## config.mk

```make
export PLATFORM = sky130hd
export DESIGN_NAME = control_unit
export DESIGN_NICKNAME = d
export VERILOG_FILES = /design/src/rtl/control_unit.sv
export SDC_FILE = /design/constraint.sdc
export NUM_CORES = 1
export LEC_CHECK = 0
export ABC_CLOCK_PERIOD_IN_PS = 4400
export CAP_MARGIN = 20
export CORE_MARGIN = 3
export CORE_UTILIZATION = 45
export DETAILED_ROUTE_END_ITERATION = 16
export MAX_ROUTING_LAYER = met4
export PLACE_DENSITY = 0.76
export SKIP_LAST_GASP = 1
export SYNTH_ARGS = -nofsm -noshare
export SYNTH_HDL_FRONTEND = slang
export SYNTH_SLANG_ARGS = --single-unit
```

## constraint.sdc

```tcl
create_clock -name clk -period 4.4 [get_ports clk]
set_input_delay 0.88 -clock clk [delete_from_list [all_inputs] [get_ports clk]]
set_output_delay 0.88 -clock clk [all_outputs]
set_load 0.05 [all_outputs]
```

## src/rtl/control_unit.sv

```systemverilog
// control_unit: multicycle MIPS-style Moore controller. Sequences each
// instruction through FETCH/DECODE and its execution states, drives the
// datapath control lines from the registered state and counts retired
// instructions.
module control_unit #(
    parameter int OPC_W = 6,
    parameter int CNT_W = 32
) (
    input  logic             clk,
    input  logic             reset,
    input  logic [OPC_W-1:0] opcode,
    input  logic [OPC_W-1:0] funct,
    output logic             PCWrite,
    output logic             PCWriteCond,
    output logic             IorD,
    output logic             MemRead,
    output logic             MemWrite,
    output logic             IRWrite,
    output logic             MemtoReg,
    output logic             ALUSrcA,
    output logic             RegWrite,
    output logic             RegDst,
    output logic [1:0]       PCSource,
    output logic [1:0]       ALUSrcB,
    output logic [3:0]       ALUOp,
    output logic [3:0]       state,
    output logic             halted,
    output logic [CNT_W-1:0] instr_count
);

    typedef enum logic [3:0] {
        S_FETCH  = 4'd0,
        S_DECODE = 4'd1,
        S_MEMADR = 4'd2,
        S_MEMRD  = 4'd3,
        S_MEMWB  = 4'd4,
        S_MEMWR  = 4'd5,
        S_EXEC   = 4'd6,
        S_RWB    = 4'd7,
        S_BEQ    = 4'd8,
        S_JUMP   = 4'd9,
        S_ADDIEX = 4'd10,
        S_ADDIWB = 4'd11,
        S_HALT   = 4'd12
    } state_t;

    localparam logic [OPC_W-1:0] OP_RTYPE = OPC_W'(6'h00);
    localparam logic [OPC_W-1:0] OP_JUMP  = OPC_W'(6'h02);
    localparam logic [OPC_W-1:0] OP_BEQ   = OPC_W'(6'h04);
    localparam logic [OPC_W-1:0] OP_ADDI  = OPC_W'(6'h08);
    localparam logic [OPC_W-1:0] OP_LW    = OPC_W'(6'h23);
    localparam logic [OPC_W-1:0] OP_SW    = OPC_W'(6'h2B);
    localparam logic [OPC_W-1:0] OP_HALT  = OPC_W'(6'h3F);

    localparam logic [OPC_W-1:0] FN_ADD = OPC_W'(6'h20);
    localparam logic [OPC_W-1:0] FN_SUB = OPC_W'(6'h22);
    localparam logic [OPC_W-1:0] FN_AND = OPC_W'(6'h24);
    localparam logic [OPC_W-1:0] FN_OR  = OPC_W'(6'h25);
    localparam logic [OPC_W-1:0] FN_SLT = OPC_W'(6'h2A);

    localparam logic [3:0] ALU_AND = 4'b0000;
    localparam logic [3:0] ALU_OR  = 4'b0001;
    localparam logic [3:0] ALU_ADD = 4'b0010;
    localparam logic [3:0] ALU_SUB = 4'b0110;
    localparam logic [3:0] ALU_SLT = 4'b0111;

    state_t           cur_state;
    state_t           next_state;
    logic [OPC_W-1:0] opcode_q;
    logic [OPC_W-1:0] funct_q;
    logic [3:0]       rtype_aluop;
    logic             rtype_ok;
    logic             retire;

    // State register; reset returns to FETCH without waiting for a clock.
    always_ff @(posedge clk or posedge reset) begin
        // NOTE: registers take non-blocking assignments so every flop samples pre-edge values.
        if (reset) cur_state <= S_FETCH;
        else       cur_state <= next_state;
    end

    // Capture the instruction fields while leaving DECODE; later states
    // see these copies even if the IR inputs move.
    always_ff @(posedge clk or posedge reset) begin
        if (reset) begin
            opcode_q <= '0;
            funct_q  <= '0;
        end else if (cur_state == S_DECODE) begin
            opcode_q <= opcode;
            funct_q  <= funct;
        end
    end

    // An instruction retires on the last state of its path (the one that
    // always returns to FETCH); NOP and HALT never get here.
    assign retire = (cur_state inside {S_MEMWB, S_MEMWR, S_RWB, S_BEQ, S_JUMP, S_ADDIWB});

    // Retired-instruction counter, wraps naturally at its width.
    always_ff @(posedge clk or posedge reset) begin
        if (reset)       instr_count <= '0;
        else if (retire) instr_count <= instr_count + CNT_W'(1);
    end

    // Next-state selection; the opcode input is looked at only in DECODE.
    always_comb begin
        // NOTE: default assigned first so no path through the case leaves it unassigned (no latch).
        next_state = S_FETCH;
        case (cur_state)
            S_FETCH:  next_state = S_DECODE;
            S_DECODE: begin
                if (opcode == OP_LW || opcode == OP_SW) next_state = S_MEMADR;
                else if (opcode == OP_RTYPE)            next_state = S_EXEC;
                else if (opcode == OP_BEQ)              next_state = S_BEQ;
                else if (opcode == OP_JUMP)             next_state = S_JUMP;
                else if (opcode == OP_ADDI)             next_state = S_ADDIEX;
                else if (opcode == OP_HALT)             next_state = S_HALT;
                else                                    next_state = S_FETCH;
            end
            S_MEMADR: next_state = (opcode_q == OP_LW) ? S_MEMRD : S_MEMWR;
            S_MEMRD:  next_state = S_MEMWB;
            S_EXEC:   next_state = S_RWB;
            S_ADDIEX: next_state = S_ADDIWB;
            S_HALT:   next_state = S_HALT;
            default:  next_state = S_FETCH;
        endcase
    end

    // Map the latched funct onto an ALU operation; unknown codes are flagged
    // so the write-back can be suppressed.
    always_comb begin
        rtype_aluop = ALU_AND;
        rtype_ok    = 1'b1;
        case (funct_q)
            FN_ADD:  rtype_aluop = ALU_ADD;
            FN_SUB:  rtype_aluop = ALU_SUB;
            FN_AND:  rtype_aluop = ALU_AND;
            FN_OR:   rtype_aluop = ALU_OR;
            FN_SLT:  rtype_aluop = ALU_SLT;
            default: rtype_ok    = 1'b0;
        endcase
    end

    // Moore output decode; everything is held at zero while reset is high.
    always_comb begin
        PCWrite     = 1'b0;
        PCWriteCond = 1'b0;
        IorD        = 1'b0;
        MemRead     = 1'b0;
        MemWrite    = 1'b0;
        IRWrite     = 1'b0;
        MemtoReg    = 1'b0;
        ALUSrcA     = 1'b0;
        RegWrite    = 1'b0;
        RegDst      = 1'b0;
        PCSource    = 2'b00;
        ALUSrcB     = 2'b00;
        ALUOp       = ALU_AND;
        if (!reset) begin
            case (cur_state)
                S_FETCH: begin
                    MemRead = 1'b1;
                    IRWrite = 1'b1;
                    PCWrite = 1'b1;
                    ALUSrcB = 2'b01;
                    ALUOp   = ALU_ADD;
                end
                S_DECODE: begin
                    ALUSrcB = 2'b11;
                    ALUOp   = ALU_ADD;
                end
                S_MEMADR, S_ADDIEX: begin
                    ALUSrcA = 1'b1;
                    ALUSrcB = 2'b10;
                    ALUOp   = ALU_ADD;
                end
                S_MEMRD: begin
                    MemRead = 1'b1;
                    IorD    = 1'b1;
                end
                S_MEMWB: begin
                    RegWrite = 1'b1;
                    MemtoReg = 1'b1;
                end
                S_MEMWR: begin
                    MemWrite = 1'b1;
                    IorD     = 1'b1;
                end
                S_EXEC: begin
                    ALUSrcA = 1'b1;
                    ALUOp   = rtype_aluop;
                end
                S_RWB: begin
                    RegWrite = rtype_ok;
                    RegDst   = 1'b1;
                end
                S_BEQ: begin
                    ALUSrcA     = 1'b1;
                    ALUOp       = ALU_SUB;
                    PCWriteCond = 1'b1;
                    PCSource    = 2'b01;
                end
                S_JUMP: begin
                    PCWrite  = 1'b1;
                    PCSource = 2'b10;
                end
                S_ADDIWB: RegWrite = 1'b1;
                default: ;
            endcase
        end
    end

    assign state  = cur_state;
    assign halted = (cur_state == S_HALT);

endmodule

```

; ---- Word level (Yosys, flattened, before mapping)
; Cells that the tools add are included.
[totals]
ff_bits = 48
latchBits = 0
mem_bits_rw = 0
romBits = 0
input_bits = 14
out_inout_bits = 55
mem_count = 0
[op_classes]
n_addsub = 1
n_mul = 0
n_div = 0
order_cmp = 0
n_eq_ne = 24
shift = 0
mux = 36
bitwise_logic = 0
n_reduce_logical = 12
[ops]
columns = operator, count
row1 = $eq 6x6->1 const B, 9
row2 = $add 32x1->32 const B, 1
row3 = $pmux 4 s7, 1
row4 = $mux 4, 6
row5 = $eq 4x4->1 const B, 5
row6 = $mux 1, 20
row7 = $eq 4x3->1 const B, 4
row8 = $pmux 3 s4, 1
row9 = $reduce_or 2->1, 5
row10 = $pmux 3 s3, 1
row11 = $eq 4x2->1 const B, 2
row12 = $reduce_or 4->1, 2
row13 = $eq 6x2->1 const B, 1
row14 = $eq 6x3->1 const B, 1
row15 = $eq 6x4->1 const B, 1
row16 = $logic_not 6->1, 1
row17 = $mux 3, 2
row18 = $pmux 2 s3, 1
row19 = $reduce_bool 6->1, 1
row20 = $reduce_or 5->1, 1
row21 = $eq 4x1->1 const B, 1
row22 = $logic_not 4->1, 1
row23 = $mux 2, 2
row24 = $pmux 2 s2, 1
row25 = other kinds (2), 2

; ---- Logic depth before layout (Yosys ltp)
; Gate-level depths: netlist of run 1.
[depth]
ltp_word = 8
mapped_depth = 6
depth_no_buf = 5

; ---- Least setup slack after synthesis of run 1
; No wires, ideal clock.
[synth_timing]
kind = input to output
startpoint = in reset
endpoint = out PCWrite
t_arrival_ns = 3.841
t_required_ns = 3.520
path_slack_ns = -0.321
stages = 5
path_cell_list = clkbuf_1 > inv_1 > nand2_1 > nor3_1 > or2_2
[synth_via]
elab_chain_cells = 1
[synth_lines]
columns = item, line_no
row1 = "start, declared", 10  ; input logic reset,
row2 = $mux 1, 158  ; if (!reset) begin
row3 = "end, declared", 13  ; output logic PCWrite,
; Every way passes these cells.

; ---- Worst setup path in the final report of run 1
[layout_timing]
startpoint = reg cur_state[1], in the netlist state[1]
endpoint = out ALUOp[1]
[layout_via]
elab_chain_cells = 4
[layout_lines]
columns = item, line_no
row1 = "start, declared", 67  ; state_t cur_state;
row2 = "start signal, assigned", 79  ; else cur_state <= next_state;
row3 = $eq 4x1->1 (tied with other cells), 159  ; case (cur_state)
row4 = $reduce_or 4->1 (no line), -
row5 = $pmux 3 s3 *, 159
row6 = $mux 3 *, 158
row7 = "end, declared", 25  ; output logic [3:0] ALUOp,
; Mark *: on every way between the ends. The rest lies on a longest branch, timed or not.

==> reports/metrics.sh, run 1 <==
ACHIEVABLE-FREQUENCY_MHz=264.9
SYNTH.YOSYS.WARNINGS=0
NETLIST.AREA_LEADER.SHARE_PCT=48.19
COUNT_OF_ENDPOINTS_FAILING_SETUP_IN_THE_FINAL_REPORT=0
GRT_UTIL_ALL_LAYERS_PCT=18.71
WORST_SLEW_MARGIN_REL_PCT=29.51
CLK_LATENCY_NS=0.30
POST-SYNTH-TOP-COUNT-CELL='dfrtp_1'
POSTCTSSETUPBUFFERS=0
WORST_HOLD_PATH.NUM_CELLS=1
CTS_MAX_PATH_BUFFERS=2
STD_CELL_ROWS=26
WORST_CLOCK_SKEW_ON_THE_FINAL_LAYOUT_NS=0.006305
WORSTPATHARRIVAL_NS=2.90
IO_BUFFER_COUNT=67
GP_CONGESTION=0.8714
STAGE_DELAY_OF_THE_SLOWEST_CELL_ON_THE_CRITICAL_PATH_NS=0.84
DR.FIRST_ITER.DRC_COUNT=96
LAYOUT.CELLS.NON_FILLER=382
POST_SYNTH_MOST_FREQUENT_CELLS='dfrtp_1, xnor2_1, nand2_1, nand3_1, nand4_1'
TIMING.CRITICAL_PATH.CELLS='or4b_2 > o31ai_1 > nand2b_1 > a21oi_1 > clkdlybuf4s50_1'
SYNTH-SEQ-CELLS=48
CHIPWIDTH_UM=80.42
POST-PLACE-CELLS=374
TIMING.SETUP.TNS_NS=0
DRT-VIAS-PER-INSTANCE=5.353
COMB_POWER_SHARE_PCT=36.9
CRITPATHREQUIREDTIME_NS=3.52
MAXIMUM_NUMBER_OF_PINS_ON_ONE_NET_BEFORE_GLOBAL_ROUTE_REPAIR=38
GLOBAL_ROUTE.OVERFLOW_TOTAL=0
DRT-PASS1-ITER-COUNT=4
RSZ0062_AT_GRT='false'
ANTENNA_FOUND_INITIAL=0
AREA.GROWTH.SYNTH_TO_FINAL_PCT=32.38
PERIOD_NEEDED_NS=3.775
SYNTH.CELL_AREA_SQ_UM=2492
TRITONCTS='built'
SYNTH_TOP_FLOP_CELL='dfrtp_1'
FLOORPLAN.INITIALDENSITY_PCT=47.59
CTS_RESIZED=0
TIMING.CRITICAL_PATH.DEPTH=5
NUMCLOCKSINKS=48
STATUS='finished clean'
CLK_TRANSITION_REPORTED_PATHS_NS=0.08
H-TREE-DEPTH=2
SYNTH_EDF_COUNT=0
CTS_MADE_BUFFERS=5
CRITICAL-PATH-SLOWEST-CELL='clkdlybuf4s50_1'
VDD_IR_DROP_MAX_uV=363.2
ROUTED_WIRELENGTH_MM=5.374
PLACEABLECOREAREA_SQ_UM=5238
ANTENNA_CELLS=0
CRITICAL_PATH.REG2REG.ENDPOINT='instr_count[30]'
SWSHARE_PCT=38.03
POWER.SWITCHING_uW=544.1
MAX-CAP-VIOLATIONS=0
TIMING.HOLD.WORST.START='instr_count[31]'
POWER_REPORT.INTERNAL_TOTAL_uW=886.5
HOLD_PATH_CLASS='flip-flop to flip-flop'
FINAL_HOLD_VIOLS=0
SYN-INSTANCE-COUNT=247
STARTPOINT_TYPE='flip-flop'
LEAKAGE_nW=1.327
YS_ASYNC_SR_FRACTION_PCT=100.0
DRC=0
CP_TOP_FAMILY='buffers and inverters'
FIRST_GLOBAL_VIAS=1914
YS_TOP_CELLS_BY_AREA='dfrtp_1, xnor2_1, mux2_2, nand4_1, nand3_1'
POWER_FRAC_CLOCK_PCT=19.5
WORSTSETUPENDPOINTTYPE='output pin'
ROUTE.ANTENNA.REMAINING_NETS=0
VIAS=2045
WORST-SLEW-PIN-TRANSITION_NS=1.049
CTS-ROOT-BUF='clkbuf_8'
SYNTH_SEQ_AREA_SHARE_PCT=48.19
FINAL_MAX_SLEW_VIOL_COUNT=0
CTS_HOLD_REPAIR.BUFFERS=0
POST-SYNTH-TOP-AREA-CELL='dfrtp_1'
FIRST_PASS_GRT_WIRE_LENGTH_MM=8.983
SEQUENTIALPOWERSHARE_PCT=43.6
CP.BUFFERS_INVERTERS=1
DIE-HEIGHT_UM=80.42
POWER_DENSITY_OF_THE_PLACED_CELLS_nW_PER_UM2=433.6
WORSTREGTOREGCELLS=5
DESIGN.PORTCOUNT=69
MIN_DELAY_WORST_ENDPOINT='instr_count[31]'
FP.DIEAREA_SQ_UM=6467
PATH_CLASS='flip-flop to output pin'
RRSETUPSLACK_NS=2.10
ROUTEDWLPERCELL_UM=14.07
DP.FINAL_HPWL_MM=3.961
SHARE_OF_POST_ROUTE_CELLS_WITH_DRIVE_STRENGTH_ABOVE_1_PCT=12.82
SYNTHDISTINCTLIBCELLS=39
SYNTHESIS.AREA_PER_INSTANCE_SQ_UM=10.09
NETS=327
CRITICAL_PATH_FANOUTS_MAX=17
REG2REG_FROM='state[0]'
NUMBER_OF_NETS_PRODUCED_BY_SYNTHESIS=262
LAYOUT_WORST_PATH_CYCLE_SHARE_PCT=85.80
## cells in the final DEF, fill, tap and decap left out, drive strengths merged, types with 6 or more instances in the layout
| master | n |
|---|---|
| nand2 | 18 |
| nand2b | 6 |
| xnor2 | 29 |
| dfrtp | 48 |
| nor4 | 6 |
| mux2 | 13 |
| nand3 | 18 |
| nor3 | 13 |
| inv | 6 |
| nor2 | 13 |
| clkdlybuf4s50 | 58 |
| clkbuf | 8 |
| nand4 | 16 |
| buf | 12 |
## stage by stage
| stage | hold slack [ns] | instance area [sq um] | total power, mW | setup WS (ns) | util, % |
|---|---|---|---|---|---|
| after CTS | 0.4777 | 3294 | 1.441 | 0.6140 | 62.90 |
| after global routing | 0.5048 | 3299 | 1.510 | 0.5132 | 63.00 |
| after global placement | 0.4623 | 3198 | 1.155 | 0.6681 | 61.06 |
| after floorplan | 0.4716 | 2501 | 1.005 | 0.2074 | - |
| final | 0.4760 | 3299 | 1.431 | 0.6249 | 63.00 |
| after detailed placement | 0.4662 | 3198 | 1.162 | 0.6700 | 61.06 |
## power groups by stage
stage	combinational, mW	sequential, mW	clock (mW)
4_1_cts	0.532	0.623	0.285
5_1_grt	0.563	0.637	0.309
6_report	0.528	0.624	0.279
2_1_floorplan	0.320	0.686	0
3_3_place_gp	0.527	0.628	0
3_5_place_dp	0.531	0.632	0
## logic make-up (layout without fill, tap and decap cells)
kind of cell	Yosys count	after routing	synth area share, %
flops	48	48	48.19
xor+xnor	34	34	11.95
buf+inv	20	85	3.514
compound gates	18	18	4.820
simple gates	112	112	25.00
fa+ha+maj	1	1	0.5019
other cells	1	1	0.1505
mux	13	13	5.873
## sequential cells by signal, indices dropped and copies added (netlist names)
| signal | count |
|---|---|
| state | 4 |
| funct_q | 6 |
| opcode_q | 6 |
| instr_count | 32 |
## worst register-to-register path, stage by stage (launching register included)
cell      delay (ns)
dfrtp_1         0.65
nor2b_1         0.26
nor4_2          0.64
clkbuf_2        0.31
nand4_1         0.14
xnor2_1         0.19
## worst max path at each step
stage                        start           to  slack (ns)
after global routing      state[1]     ALUOp[1]        0.51
final                     state[1]     ALUOp[1]        0.62
after global placement       reset  PCSource[0]        0.67
after floorplan              reset     ALUOp[2]        0.21
after detailed placement     reset  PCSource[0]        0.67
after CTS                 state[1]     ALUOp[1]        0.61
## layer usage
metal / vias to the layer above / routed length (um) / track usage, %
li1: 999 / - / -
met1: 980 / 2452 / 23.85
met2: 53 / 2568 / 28.81
met3: 13 / 241 / 3.700
met4: 0 / 111 / 8.615
met5: - / 0 / -
## cell type report
| cell class | instances | area [sq um] |
|---|---|---|
| clock buffer | 7 | 96.34 |
| timing repair buffer | 71 | 675.6 |
| sequential | 48 | 1201 |
| multi-input combinational | 179 | 1209 |
| fill | 462 | 1938 |
| tap | 70 | 87.58 |
| inverter | 7 | 30.03 |
(Power assumes the default switching activity.)
==> run 2, diff against run 1 <==
- ABC_CLOCK_PERIOD_IN_PS: 4400 -> default
- CORE_UTILIZATION: 45 -> 48
- GPL_ROUTABILITY_DRIVEN: default -> 0
- PLACE_DENSITY: 0.76 -> 0.8
==> run 2 against run 1 <==
Net effect: combinational power up 1%; sequential power down 0.6%; cell count up 0.26%; via count up 2.0%; critical path depth down 2; worst setup slack worse by 0.045 ns; sequential cell count unchanged; first-iteration DRC count up 14%; core utilization up 5.4 points; register-to-register slack worse by 0.06 ns.
==> reports/metrics.sh, run 2 (same netlist as run 1, synthesis figures left out) <==
STATUS='finished clean'
WORST_CLOCK_SKEW_ON_THE_FINAL_LAYOUT_NS=0.009192  # +0.002887 ns
LEAKAGE_nW=1.351  # +1.8%
POWER_DENSITY_OF_THE_PLACED_CELLS_nW_PER_UM2=442.6  # +2.1%
MOSTFREQUENTLAYOUTCELLS='clkdlybuf4s50_1, dfrtp_1, xnor2_1'
TRITONCTS='built'
RRSETUPSLACK_NS=2.04  # -0.06 ns
MULTI_INPUT_COMB_AREA_SQ_UM=1209  # unchanged
CTS_MADE_BUFFERS=5  # unchanged
CTS_HOLD_REPAIR.BUFFERS=0  # unchanged
MET2_USAGE_PCT=29.88  # +1.1 points
GLOBALROUTEMET3UTIL_PCT=4.014  # +0.31 points
WORST_HOLD_PATH.NUM_CELLS=1  # unchanged
GRTUSAGEMET1_PCT=26.42  # +2.6 points
WORSTREGTOREGCELLS=5  # unchanged
PLACEABLECOREAREA_SQ_UM=4880  # -6.8%
LARGEST_REGISTER_FFS=32  # unchanged
DRT-VIAS-PER-INSTANCE=5.444  # +1.7%
STAGE_DELAY_OF_THE_SLOWEST_CELL_ON_THE_CRITICAL_PATH_NS=0.92  # +0.08 ns
CTS_RESIZED=0  # unchanged
PLACE_WORST_SETUP_SLACK_NS=0.6096  # -0.06041 ns
CPMOSTUSEDCELL='clkdlybuf4s50_1'
CP.BUFFERS_INVERTERS=2  # +1
SWSHARE_PCT=37.76  # -0.28 points
POST-ROUTE-WORST-SETUP-SLACK_NS=0.5800  # -0.04495 ns
SEQUENTIALPOWERSHARE_PCT=42.0  # -1.6 points
LAYOUT_WORST_PATH_CYCLE_SHARE_PCT=86.82  # +1.0 points
CTS_MAX_PATH_BUFFERS=2  # unchanged
GRT_UTIL_ALL_LAYERS_PCT=19.63  # +0.92 points
FP.DIEAREA_SQ_UM=6093  # -5.8%
AREA.SEQUENTIAL_SQ_UM=1201  # unchanged
ROUTE.ANTENNA.REMAINING_NETS=0  # unchanged
DP.FINAL_HPWL_MM=4.143  # +4.6%
WORST-SLEW-PIN-TRANSITION_NS=0.9000  # -0.1486 ns
FINAL_COMMON_CELL='clkdlybuf4s50_1'
HOLD_PATH_CLASS='flip-flop to flip-flop'
MAXIMUM_NUMBER_OF_PINS_ON_ONE_NET_BEFORE_GLOBAL_ROUTE_REPAIR=32  # -16%
COUNT_OF_ENDPOINTS_FAILING_SETUP_IN_THE_FINAL_REPORT=0  # unchanged
CRITICAL-PATH-SLOWEST-CELL='clkdlybuf4s50_1'
VIAS=2085  # +2.0%
POSTCTSSETUPBUFFERS=0  # unchanged
FINAL_MAX_SLEW_VIOL_COUNT=0  # unchanged
POWER_REPORT.INTERNAL_TOTAL_uW=918.9  # +3.7%
CLK_LATENCY_NS=0.30  # about the same
WORST_SLEW_MARGIN_REL_PCT=39.54  # +10 points
ROUTEDWLPERCELL_UM=14.55  # +3.4%
PATH_CLASS='input pin to output pin'
DRT-PASS1-ITER-COUNT=4  # unchanged
STARTPOINT_TYPE='input pin'
NUMCLOCKSINKS=48  # unchanged
CTS-ROOT-BUF='clkbuf_8'
NUM-FILL-CELLS=391  # -15%
COMB_POWER_SHARE_PCT=36.2  # -0.7 points
IO_BUFFER_COUNT=67  # unchanged
STD_CELL_ROWS=25  # -3.8%
CP_TOP_FAMILY='buffers and inverters'
GRT-BUSIEST-LAYER='met2'
DIE-HEIGHT_UM=78.06  # -2.9%
PERIOD_NEEDED_NS=3.820  # +0.04495 ns
FINAL_HOLD_VIOLS=0  # unchanged
TIMING.SETUP.TNS_NS=0  # unchanged
RSZ0062_AT_GRT='false'
GLOBAL_ROUTE.OVERFLOW_TOTAL=0  # unchanged
SHARE_OF_POST_ROUTE_CELLS_WITH_DRIVE_STRENGTH_ABOVE_1_PCT=13.92  # +1.1 points
MAX_FLOP_REGISTER='instr_count'
MAX-CAP-VIOLATIONS=0  # unchanged
ANTENNA_CELLS=0  # unchanged
VDD_IR_DROP_MAX_uV=386.3  # +6.4%
TIMING.HOLD.WORST.START='instr_count[31]'
CRITICAL_PATH.REG2REG.ENDPOINT='instr_count[20]'
FIRST_PASS_GRT_WIRE_LENGTH_MM=9.459  # +5.3%
LARGESTREGISTERS='instr_count: 32 flops, funct_q: 6 flops, opcode_q: 6 flops'
CLK_TRANSITION_REPORTED_PATHS_NS=0.08  # about the same
NETS=330  # +0.92%
FIRST_GLOBAL_VIAS=1973  # +3.1%
WORSTSETUPENDPOINTTYPE='output pin'
REG2REG_FROM='state[0]'
TIMING.CRITICAL_PATH.CELLS='clkdlybuf4s50_1 > nor4_1 > clkdlybuf4s50_1'
MIN_DELAY_WORST_ENDPOINT='instr_count[31]'
DRC=0  # unchanged
ROUTED_WIRELENGTH_MM=5.572  # +3.7%
FLOORPLAN.INITIALDENSITY_PCT=51.08  # +3.5 points
WORSTPATHARRIVAL_NS=2.94  # +0.04 ns
CRITICAL_PATH_FANOUTS_MAX=8  # -9
CHIPWIDTH_UM=78.06  # -2.9%
ANTENNA_FOUND_INITIAL=0  # unchanged
H-TREE-DEPTH=2  # unchanged
CRITPATHREQUIREDTIME_NS=3.52  # about the same
POWER_FRAC_CLOCK_PCT=21.7  # +2.2 points
ACHIEVABLE-FREQUENCY_MHz=261.8  # -1.2%
POWER.SWITCHING_uW=557.4  # +2.4%
DESIGN.PORTCOUNT=69  # unchanged
AREA.GROWTH.SYNTH_TO_FINAL_PCT=33.84
DR.FIRST_ITER.DRC_COUNT=109  # +14%
-- run 2: worst register-to-register path, cell delays in order, from the launching register on --
cell and delay [ns]:
dfrtp_1 0.67, nor2b_1 0.26, nor4_2 0.74, clkbuf_2 0.30
nand4_1 0.13, xnor2_1 0.15
-- run 2: power by group through the flow --
stage               Sequential (mW)  Combinational, mW  Clock [mW]
finish                        0.620              0.535       0.321
global route                  0.636              0.571       0.355
CTS                           0.620              0.539       0.331
detailed placement            0.629              0.538           0
global placement              0.625              0.530           0
floorplan                     0.686              0.320           0
-- run 2: final cells by class --
cell class	instances	area share [%]
multi-input cells	179	36.23
clock inverters	3	1.425
clock buffers	5	2.063
well taps	67	2.513
flip-flops and latches	48	36.01
repair buffers	74	20.86
inverters	7	0.9002
-- run 2: worst max path at each step --
stage          startpoint     endpoint  cells past startpoint
2_1_floorplan       reset     ALUOp[2]                      3
4_1_cts             reset  PCSource[0]                      3
3_5_place_dp        reset  PCSource[0]                      3
5_1_grt          state[3]     ALUOp[1]                      5
3_3_place_gp        reset  PCSource[0]                      3
6_report            reset  PCSource[0]                      3
-- run 2: metrics by stage --
step           util [%]  instances  instance area, sq um  total power, mW  hold slack (ns)
2_1_floorplan         -        247                  2501            1.005           0.4716
3_3_place_gp      65.77        373                  3209            1.154           0.4611
3_5_place_dp      65.77        373                  3209            1.167           0.4657
4_1_cts           68.15        381                  3326            1.489           0.4805
5_1_grt           68.36        383                  3336            1.562           0.5153
6_report          68.36        383                  3336            1.476           0.4778
-- run 2: routing by layer --
metal	up-vias	wire (um)	part of all wire, %
met5	-	0	0
met4	0	91	1.6
met3	8	271	4.9
met2	65	2635	47
met1	1005	2574	46
li1	1007	-	-
==> run 3, diff against run 2 <==
- SKIP_CTS_REPAIR_TIMING: default -> 1
==> results of run 3 <==
Final layout, timing and power as in run 2 (identical DEF).
